`src/rtl/coredma_fifo_ctrl.sv`:
```
// coredma_fifo_ctrl: valid/ready FIFO sequencer around a 2-cycle registered-read SRAM wrapper.
// RAM reads are prefetched into a 3-entry output buffer so pops sustain one word per cycle.
module coredma_fifo_ctrl #(
  parameter int WIDTH  = 128,
  parameter int DEPTH  = 128,
  parameter int AWIDTH = 7,
  parameter int RD_LAT = 2
) (
  input  logic              CLOCK,
  input  logic              RESET_N,
  input  logic              FLUSH,
  input  logic              PUSH_VALID,
  input  logic [WIDTH-1:0]  PUSH_DATA,
  output logic              PUSH_READY,
  output logic              POP_VALID,
  output logic [WIDTH-1:0]  POP_DATA,
  input  logic              POP_READY,
  output logic [AWIDTH+2:0] LEVEL,
  output logic              EMPTY,
  output logic              RAM_WEN,
  output logic [AWIDTH-1:0] RAM_WADDR,
  output logic [WIDTH-1:0]  RAM_WDATA,
  output logic              RAM_REN,
  output logic [AWIDTH-1:0] RAM_RADDR,
  input  logic [WIDTH-1:0]  RAM_RDATA
);
  localparam int CW = AWIDTH + 1;
  localparam int LW = AWIDTH + 3;

  logic [AWIDTH-1:0] wr_ptr;
  logic [AWIDTH-1:0] rd_ptr;
  logic [CW-1:0]     ram_cnt;
  logic [RD_LAT-1:0] rd_vld_sr;
  logic [1:0]        infl;
  logic [WIDTH-1:0]  ob_mem [3];
  logic [1:0]        ob_head;
  logic [1:0]        ob_tail;
  logic [1:0]        ob_cnt;
  logic              push;
  logic              pop;
  logic              issue;
  logic              ret;
  logic [2:0]        ob_credit;

  function automatic logic [1:0] ob_inc(input logic [1:0] p);
    return (p == 2'd2) ? 2'd0 : p + 2'd1;
  endfunction

  always_comb begin
    infl = '0;
    for (int i = 0; i < RD_LAT; i++) infl = infl + 2'(rd_vld_sr[i]);
  end

  assign ret        = rd_vld_sr[RD_LAT-1];
  // RAM slots stay reserved until their read data has come back
  assign PUSH_READY = (LW'(ram_cnt) + LW'(infl)) < LW'(DEPTH);
  assign push       = PUSH_VALID && PUSH_READY;
  assign POP_VALID  = ob_cnt != 2'd0;
  assign pop        = POP_VALID && POP_READY;
  assign ob_credit  = 3'(ob_cnt) + 3'(infl) - 3'(pop);
  assign issue      = (ram_cnt != '0) && (ob_credit < 3'd3);

  assign RAM_WEN   = push;
  assign RAM_WADDR = wr_ptr;
  assign RAM_WDATA = PUSH_DATA;
  assign RAM_REN   = issue;
  assign RAM_RADDR = rd_ptr;
  assign POP_DATA  = ob_mem[ob_head];
  assign LEVEL     = LW'(ram_cnt) + LW'(infl) + LW'(ob_cnt);
  assign EMPTY     = LEVEL == '0;

  always_ff @(posedge CLOCK or negedge RESET_N) begin
    if (!RESET_N) begin
      wr_ptr    <= '0;
      rd_ptr    <= '0;
      ram_cnt   <= '0;
      rd_vld_sr <= '0;
      ob_head   <= '0;
      ob_tail   <= '0;
      ob_cnt    <= '0;
    end else if (FLUSH) begin
      // Clearing the valid shift register drops any read data still in flight
      wr_ptr    <= '0;
      rd_ptr    <= '0;
      ram_cnt   <= '0;
      rd_vld_sr <= '0;
      ob_head   <= '0;
      ob_tail   <= '0;
      ob_cnt    <= '0;
    end else begin
      if (push) wr_ptr <= wr_ptr + AWIDTH'(1);
      if (issue) rd_ptr <= rd_ptr + AWIDTH'(1);
      ram_cnt   <= ram_cnt + CW'(push) - CW'(issue);
      rd_vld_sr <= {rd_vld_sr[RD_LAT-2:0], issue};
      if (ret) ob_tail <= ob_inc(ob_tail);
      if (pop) ob_head <= ob_inc(ob_head);
      ob_cnt    <= ob_cnt + 2'(ret) - 2'(pop);
    end
  end

  always_ff @(posedge CLOCK) begin
    if (ret && !FLUSH) ob_mem[ob_tail] <= RAM_RDATA;
  end

endmodule
```
`config.mk`:
```
export PLATFORM = sky130hd
export DESIGN_NAME = coredma_fifo_ctrl
export DESIGN_NICKNAME = d
export VERILOG_FILES = /design/src/rtl/coredma_fifo_ctrl.sv
export SDC_FILE = /design/constraint.sdc
export NUM_CORES = 1
export LEC_CHECK = 0
export ABC_AREA = 1
export CORE_AREA = 2 2 212 214
export DETAILED_ROUTE_END_ITERATION = 16
export DIE_AREA = 0 0 214 216
export GPL_TIMING_DRIVEN = 0
export HOLD_SLACK_MARGIN = 0.12
export PLACE_DENSITY = 0.82
export RECOVER_POWER = 25
export SLEW_MARGIN = 20
export SYNTH_ARGS = -nofsm -noshare
export SYNTH_HDL_FRONTEND = slang
export SYNTH_SLANG_ARGS = --single-unit
```
`constraint.sdc`:
```
create_clock -name CLOCK -period 10.7 [get_ports CLOCK]
set_clock_uncertainty 0.15 [all_clocks]
set_input_delay 1.07 -clock CLOCK [delete_from_list [all_inputs] [get_ports CLOCK]]
set_output_delay 1.07 -clock CLOCK [all_outputs]
set_load 0.01 [all_outputs]
```
* Word-level counts from Yosys, hierarchy flattened *
Memory sizes are Yosys's and may differ from the RTL's.
Cells that the tools add are included.

word-level totals
  flip-flop bits (word level) = 30
  memory bits (writable) = 384
  bits of input ports = 261
  output and inout port bits = 285
  word-level logic and storage cells = 52
  memories = 1

memory list
  name    words  width  read ports  clocked after memory_dff  write ports  line  source
  ob_mem  3      128    1           0                         1            35    logic [WIDTH-1:0] ob_mem [3];

operators by class
  add/subtract/negate cells = 13
  order comparisons = 2
  equal/unequal tests = 2
  muxes and demuxes = 15
  reduce and logical (&&, ||, !) cells = 12

operator list
  kind                                                                   count
  7-bit two-way mux                                                      4
  2-bit two-way mux                                                      8
  7-bit by 1-bit adder with 7-bit output, second input constant          2
  9-bit by 2-bit adder with 10-bit output                                1
  10-bit logical NOT                                                     1
  10-bit by 8-bit < comparator with 1-bit output, second input constant  1
  2-bit nonzero test                                                     5
  8-bit by 2-bit adder with 9-bit output                                 1
  8-bit by 1-bit adder with 8-bit output                                 1
  8-bit two-way mux                                                      1
  8-bit nonzero test                                                     1
  8-bit by 1-bit subtractor with 8-bit output                            1
  2-bit by 1-bit adder with 2-bit output, second input constant          2
  2-bit == test, second input constant                                   2
  1-bit logical AND                                                      4
  2-bit by 2-bit adder with 3-bit output                                 1
  3-bit by 2-bit < comparator with 1-bit output, second input constant   1
  3-bit by 1-bit subtractor with 3-bit output                            1
  1-bit by 1-bit adder with 2-bit output                                 1
  2-bit by 1-bit adder with 2-bit output                                 1
  1-bit two-way mux                                                      2
  2-bit by 1-bit subtractor with 2-bit output                            1
  1-bit logical NOT                                                      1

* Logic depth before layout (Yosys ltp) *
Gate-level depths: netlist (run 1).

  depth after elaboration = 7
  gate-level depth with buffers = 25
  depth with buffers taken out = 25

* Worst setup path before layout (run 1) *
OpenSTA, ideal clock, no wires.

  path kind = input-to-reg
  start = input port FLUSH
  end = memory ob_mem[2][0], enable pin
  arrival = 9969 ps
  setup slack = -192 ps
  cell stages on the path = 3
  buffers on the path = 0
  cell sequence = inv_1 nand2_1 nor3_1

on the way
  longest elaborated chain between the ends = 4

ends and longest elaborated chain
  item                                     line  source
  from (decl)                              11    input logic FLUSH,
  1-bit logical NOT                        102   if (ret && !FLUSH) ob_mem[ob_tail] <= RAM_RDATA;
  1-bit logical AND                        102
  1-bit two-way mux                        102
  1-bit two-way mux (not written as such)  102
  to (decl)                                35

No other way between the ends.

* Worst setup path in the final report (run 1) *
  start = input port POP_READY
  end = output port RAM_REN

on the way
  longest elaborated chain between the ends = 4

ends and longest elaborated chain
  item                                           line  source
  from (decl)                                    17    input logic POP_READY,
  1-bit logical AND                              59    assign pop = POP_VALID && POP_READY;
  3-bit by 1-bit subtractor with 3-bit output    60    assign ob_credit = 3'(ob_cnt) + 3'(infl) - 3'(pop);
  3-bit by 2-bit < comparator with 1-bit output  61    assign issue = (ram_cnt != '0) && (ob_credit < 3'd3);
  1-bit logical AND                              61
  to (decl)                                      23    output logic RAM_REN,

No other way between the ends.

==> results of run 1 <==
[routing by layer]
metal  vias up  global-route usage [%]  part of all wire (%)
li1       5653                       -                     -
met1      6101                    26.7                    35
met2       655                    44.0                    51
met3       130                    8.17                   9.0
met4        12                    12.5                   5.2
met5         -                       0                  0.13
[final timing paths]
path / startpoint / end / slack [ns] / cells past startpoint
worst max-delay path: POP_READY / RAM_REN / 5.49 / 13
worst min-delay path: rd_vld_sr[0]$_DFF_PN0_ / rd_vld_sr[1]$_DFF_PN0_ / 0.37 / 2
worst max register to register: ob_cnt[1]$_DFF_PN0_ / ram_cnt[6]$_DFF_PN0_ / 6.27 / 24
worst min register to register: rd_vld_sr[0]$_DFF_PN0_ / rd_vld_sr[1]$_DFF_PN0_ / 0.37 / 2
max in group asynchronous: RESET_N / ob_head[1]$_DFFE_PN0P_ / 8.70 / 1
min in group asynchronous: RESET_N / RAM_RADDR[6]$_DFFE_PN0P_ / 0.75 / 1
[cells in the final DEF, fill, tap and decap left out, types with 2 or more instances in the layout]
master	n
diode_2	6
buf_8	11
o21ai_0	10
fa_1	4
buf_16	6
nor2_4	4
inv_1	58
inv_2	3
dfrtp_1	30
xor2_1	4
clkinv_8	2
nand3_2	2
clkdlybuf4s50_1	330
nand2_1	466
o31ai_1	4
buf_4	128
nand2_2	8
dlygate4sd3_1	86
ha_1	27
bufinv_16	8
nor2_1	33
clkbuf_16	43
clkinv_2	8
o22ai_1	4
a21oi_1	12
clkbuf_1	51
nor3_1	4
nand3_1	152
clkinv_1	3
edfxtp_1	384
buf_12	6
nand4_1	6
clkinvlp_4	2
xnor2_1	4
[sequential cells by signal, indices dropped and copies added, names as in the netlist]
register and flops:
RAM_WADDR 7, ob_mem 384, ob_tail 2, ram_cnt 8, ob_cnt 2, RAM_RADDR 7, ob_head 2, rd_vld_sr 2
[through the flow]
stage | cells | hold slack (ns) | setup slack, ns | power [uW] | setup TNS [ns]
CTS | 2513 | 0.368 | 5.49 | 5140 | 0
global route | 2518 | 0.405 | 5.33 | 5310 | 0
finish | 2519 | 0.371 | 5.49 | 5100 | 0
global placement | 2411 | 0.354 | -1.48 | 3510 | -457.88
floorplan | 1402 | 0.314 | 3.25 | 2690 | 0
detailed placement | 2435 | 0.358 | 5.48 | 3550 | 0
[where the power goes]
part           internal [uW]  switching (uW)  leakage [uW]
registers               1860            45.1       0.00387
logic                    714             903       0.00447
clock network            943             636      0.000727
total                   3510            1580       0.00906
[area by class of cell]
type | instances | area share, %
antenna | 6 | 0.0623
clock buffer | 51 | 4.59
tap | 592 | 3.07
inverter | 62 | 0.976
clock inverter | 27 | 1.61
sequential | 414 | 51.0
timing repair buffer | 441 | 19.2
multi-input combinational | 754 | 14.8
buffer | 172 | 4.68
[Yosys cell counts]
library cell / instances / area [um^2]
nand2_2: 8 / 50.1
a21oi_1: 12 / 60.1
nand2_4: 1 / 11.3
fa_1: 4 / 80.1
nand2_1: 466 / 1750
o21bai_1: 1 / 7.51
a221oi_1: 1 / 8.76
nand3_1: 152 / 761
xnor2_1: 4 / 35.0
clkbuf_1: 42 / 158
buf_1: 1 / 3.75
nand3_2: 2 / 20.0
a31oi_1: 1 / 6.26
nand4_1: 6 / 37.5
o21ai_0: 10 / 50.1
inv_1: 58 / 218
or2_2: 1 / 6.26
inv_2: 3 / 11.3
o22ai_1: 4 / 25.0
buf_2: 1 / 5.00
o21a_1: 1 / 7.51
nor2_2: 1 / 6.26
a21oi_2: 1 / 8.76
nor2_1: 35 / 131
dfrtp_1: 30 / 751
inv_4: 1 / 6.26
ha_1: 27 / 338
buf_4: 128 / 961
nor3_1: 5 / 25.0
nor2_4: 2 / 22.5
edfxtp_1: 384 / 11500
xor2_4: 1 / 27.5
o31ai_1: 4 / 30.0
xor2_1: 4 / 35.0
[cells by family after synthesis]
kind of cell | count (synthesis)
AND/OR/NAND/NOR | 679
flip-flops | 414
buffers and inverters | 234
AO/OA/AOI/OAI | 35
adder cells (fa/ha/maj) | 31
XOR/XNOR | 9
[worst min-delay path, stage by stage (launching register included)]
cell	delay, ns
dfrtp_1	0.40
inv_1	0.06
nor2_1	0.03
==> impl_metrics.csv, run 1 <==
group,metric,value,unit
outcome,outcome,"finished, violations left",
outcome,violations,"max-capacitance violations, max-slew violations",
pwr,power.density,212,nW/um^2
route,ant_nets,0,
timing,fin_crit_sh,48.7,%
setup_path,crit_buf_inv,6,
setup_path,cp_data_required_time,9.48,ns
setup_path,cp_common_cell,"inv_1",
pwr,leakage,0.00906,uW
timing,hold_viol,0,
clock_network,hold_buffers,0,
clock_network,clock_latency,0.57,ns
clock_network,cts.sinks,414,
yosys,synth_xor_area_share,0.568,%
setup_path,cp_slowest_cell,"clkdlybuf4s50_1",
final_layout,stdcell_area,24100,um^2
setup_path,crit_path_max_fanout,5,
floorplanning,die_y,216,um
timing,rsz0062_at_grt,"no",
route,drt-total-wl,59.3,mm
global_routing,grt_pass1_wl,83.2,mm
floorplanning,initial_utilization,39.2,%
clock_network,cts_buffer_depth,3,
yosys,ys_seq_area_share,71.5,%
hold_path,min_path_type,"flop to flop",
timing,final-max-slew-violation-count,31,
yosys,synthMuxAreaShare,0,%
global_routing,grt_pass1_vias,12600,
job,max_cap_viol_count,1,
yosys,synth_area,17200,um^2
timing,max_slew.worst_pin.slew,1.62,ns
setup_path,critPathLaunchType,"input port",
route,drt_pass1_iterations,5,
setup_path,crit_type,"input port to primary output",
route,num_vias,12600,
yosys,syn_nets,1694,
clock_network,cts_tree,"done",
route,first_iter_violations,883,
clock_network,htreeDepth,2,
placed_design,portBuffers,417,
yosys,synth.distinct_cells,34,
clock_network,post_cts_buffers,0,
setup_path,crit_path_end_kind,"primary output",
yosys,yosys_register_bits,414,
placed_design,dp_hpwl,45.7,mm
pwr,ir_drop,181,uV
setup_path,critPathArrivalTime,3.99,ns
yosys,synth_top_family_by_area,"simple AND/OR/NAND/NOR gates",
global_routing,grt_overflow,0,
route,drc,0,
setup_path,cp_slowest_stage_delay,0.56,ns
final_layout,nNetsFinal,2180,
route,via_per_inst,4.98,
clock_network,clkTransAtPathRegs,0.06,ns
final_layout,seqCellArea,12300,um^2
setup_path,worstPathCellList,"clkdlybuf4s50_1 -> nand2_1 -> inv_1 -> ha_1 -> inv_1 -> ha_1 -> inv_1 -> fa_1 -> o22ai_1 -> nor2_1 -> nand2_1 -> inv_1 -> clkdlybuf4s50_1",
clock_network,root_buffer,"clkbuf_16",
timing,max_freq,192,MHz
global_routing,antenna_found_initial,16,
floorplanning,rows,77,
yosys,synth.avg_cell_area,12.3,um^2
floorplanning,die_w,214,um
floorplanning,io_pins,546,
placed_design,placed_cell_area,22600,um^2
clock_network,cts_resized,0,
final_layout,finish.utilization,55.0,%
yosys,synth-adder-area-share,2.43,%
setup_path,crit_family,"buffers and inverters",
final_layout,multi_input_area,3570,um^2
final_layout,syn_to_final_growth,40.2,%
route,route.detailed.wl_per_inst,23.6,um
placed_design,place_congestion,0.990,
yosys,synth_warnings,0,
yosys,yosys.area_share.simple,16.4,%
global_routing,grt_usage,24.9,%
timing,period_minus_slack,5.21,ns
timing,slew_headroom,-8.14,%
clock_network,numCtsBuffers,43,
global_routing,grt_max_degree,31,
timing,setup_viol,0,
floorplanning,core-area,43800,um^2
final_layout,fillerInstances,3482,
yosys,synth_compound_area_share,1.19,%
final_layout,final_layout_size_suffix_gt1_share,12.7,%
yosys,postSynthCellCount,1402,
floorplanning,dieArea,46200,um^2
Note: power is estimated with default switching activity, not from simulation.
==> inputs of run 2 (changes only) <==
- clock period: 10.7 -> 4.7 ns (I/O delays scaled with it)
==> impl_metrics.csv, run 2 (synthesis gave the netlist of run 1 again) <==
group,metric,value,unit
setup_path,crit_path_end_kind,"primary output",
pwr,clkPwrFrac,31.0,%
setup_path,rrSetupSlack,0.43,ns
global_routing,grt_usage,24.9,%
route,first_iter_violations,922,
global_routing,grt_pass1_vias,12600,
timing,rsz0062_at_grt,"no",
final_layout,mostFrequentLayoutCell,"nand2_1",
setup_path,critPathArrivalTime,3.85,ns
route,route.detailed.wl_per_inst,23.5,um
outcome,outcome,"complete, no violations",
route,ant_nets,0,
floorplanning,dieArea,46200,um^2
route,drt-total-wl,59.3,mm
pwr,internal-power,8000,uW
global_routing,grt_use_met3,8.17,%
floorplanning,initial_utilization,39.2,%
pwr,power.density,482,nW/um^2
global_routing,antenna_found_initial,16,
floorplanning,die_w,214,um
timing,max_slew.worst_pin.slew,1.06,ns
setup_path,crit_path_start,"rd_vld_sr[1]$_DFF_PN0_",
timing,finalSetupTns,0,ns
global_routing,grt_overflow,0,
job,max_cap_viol_count,0,
timing,hold_ws,0.309,ns
clock_network,cts_buffer_depth,3,
clock_network,clkTransAtPathRegs,0.06,ns
clock_network,cts.sinks,414,
final_layout,reg_top3,"ob_mem (384), ram_cnt (8)",
timing,slew_headroom,29.3,%
pwr,pwr-share-seq,37.3,%
global_routing,busiest_layer,"met2",
final_layout,finish.utilization,55.0,%
global_routing,grt_pass1_wl,83.2,mm
clock_network,root_buffer,"clkbuf_16",
pwr,p_switching,3610,uW
pwr,pwr-share-comb,31.7,%
clock_network,htreeDepth,2,
route,drt_pass1_iterations,7,
global_routing,use_met2,44.0,%
placed_design,place_congestion,0.990,
floorplanning,rows,77,
floorplanning,core-area,43800,um^2
setup_path,worstReg2RegStart,"ob_cnt[1]$_DFF_PN0_",
clock_network,clock_latency,0.57,ns
final_layout,final_cell_mix,"nand2_1, edfxtp_1, clkdlybuf4s50_1, nand3_1, buf_4",
pwr,ir_drop,410,uV
route,num_vias,12500,
timing,final-max-slew-violation-count,0,
clock_network,cts_tree,"done",
setup_path,crit_type,"flop to primary output",
placed_design,pre_cts_ws,0.0824,ns
timing,setup_viol,0,
placed_design,dp_hpwl,45.7,mm
clock_network,numCtsBuffers,43,
clock_network,post_cts_buffers,0,
final_layout,nNetsFinal,2181,
setup_path,cp_data_required_time,4.08,ns
timing,worst_slack,0.233,ns
setup_path,r2r-end,"ram_cnt[6]$_DFF_PN0_",
timing,period_minus_slack,4.47,ns
route,via_per_inst,4.97,
timing,max_freq,224,MHz
final_layout,stdcell_count,2520,
timing,hold_viol,0,
placed_design,dpl.cell_count,2435,
setup_path,cp_slowest_stage_delay,0.55,ns
setup_path,worstPathCellList,"ha_1 -> ha_1 -> fa_1 -> inv_1 -> fa_2 -> inv_1 -> nor2_1 -> nand2_1 -> nor2_1 -> nand2_1 -> nor2_1 -> nand3_1 -> nor2_1 -> clkdlybuf4s50_1",
pwr,leakage,0.00907,uW
route,drc,0,
floorplanning,io_pins,546,
setup_path,critPathLaunchType,"flop",
floorplanning,die_y,216,um
setup_path,rr_worst_depth,24,
setup_path,crit_path_max_fanout,4,
final_layout,largest_reg_flops,384,
setup_path,cp_slowest_cell,"clkdlybuf4s50_1",
pwr,switching_share,31.1,%
global_routing,grtUsageMet1,26.7,%
timing,fin_crit_sh,95.1,%
final_layout,syn_to_final_growth,40.3,%
hold_path,min_path_type,"input port to async pin",
placed_design,portBuffers,417,
final_layout,final_layout_size_suffix_gt1_share,12.9,%
setup_path,cp_common_cell,"nor2_1",
global_routing,grt_max_degree,31,
final_layout,regMostFlops,"ob_mem",
[run 2: through the flow]
step	power, uW	instance area, um^2
global placement	7990	22100
detailed placement	8080	22600
floorplan	6130	17200
global route	12100	24100
CTS	11700	24100
finish	11600	24100
[run 2: metal layers]
metal / up-vias / wire, um
met1: 6076 / 20700
met4: 12 / 3170
met2: 654 / 30000
met5: - / 79
met3: 130 / 5320
li1: 5654 / -
[run 2: worst max path at each step]
stage,end,slack (ns),cells past startpoint
global placement,ob_mem[1][66]$_DFFE_PP_,-6.88,4
detailed placement,ram_cnt[6]$_DFF_PN0_,0.08,23
CTS,EMPTY,0.14,15
floorplan,ob_mem[0][0]$_DFFE_PP_,-2.15,3
global route,EMPTY,0.02,15
finish,EMPTY,0.23,14
[run 2: worst max-delay path, delay by kind of cell, from the launching register on]
kind | cells | cell delay (ns)
and+or+nand+nor | 7 | 0.59
buffers and inverters | 3 | 0.67
adders and majority gates | 4 | 1.61
DFF | 1 | 0.42
[run 2: repair_timing]
action,CTS,global route
gates resized for setup,0,3
hold endpoints to repair,30,0
endpoints found under the setup margin,0,2
hold buffers,1,0
[run 2: power by group through the flow]
stage / sequential, uW / combinational [uW] / clock, uW
floorplan: 4410 / 1720 / 0
global placement: 4450 / 3550 / 0
detailed placement: 4400 / 3680 / 0
CTS: 4330 / 3720 / 3650
global route: 4340 / 3970 / 3790
finish: 4330 / 3690 / 3600
[run 2: area by class of cell]
type / instances / area, um^2
fill: 3480 / 19700
sequential: 414 / 12300
timing repair buffer: 442 / 4640
multi-input combinational: 754 / 3570
buffer: 172 / 1130
clock buffer: 51 / 1110
tap: 592 / 741
clock inverter: 27 / 388
inverter: 62 / 235
antenna: 6 / 15.0
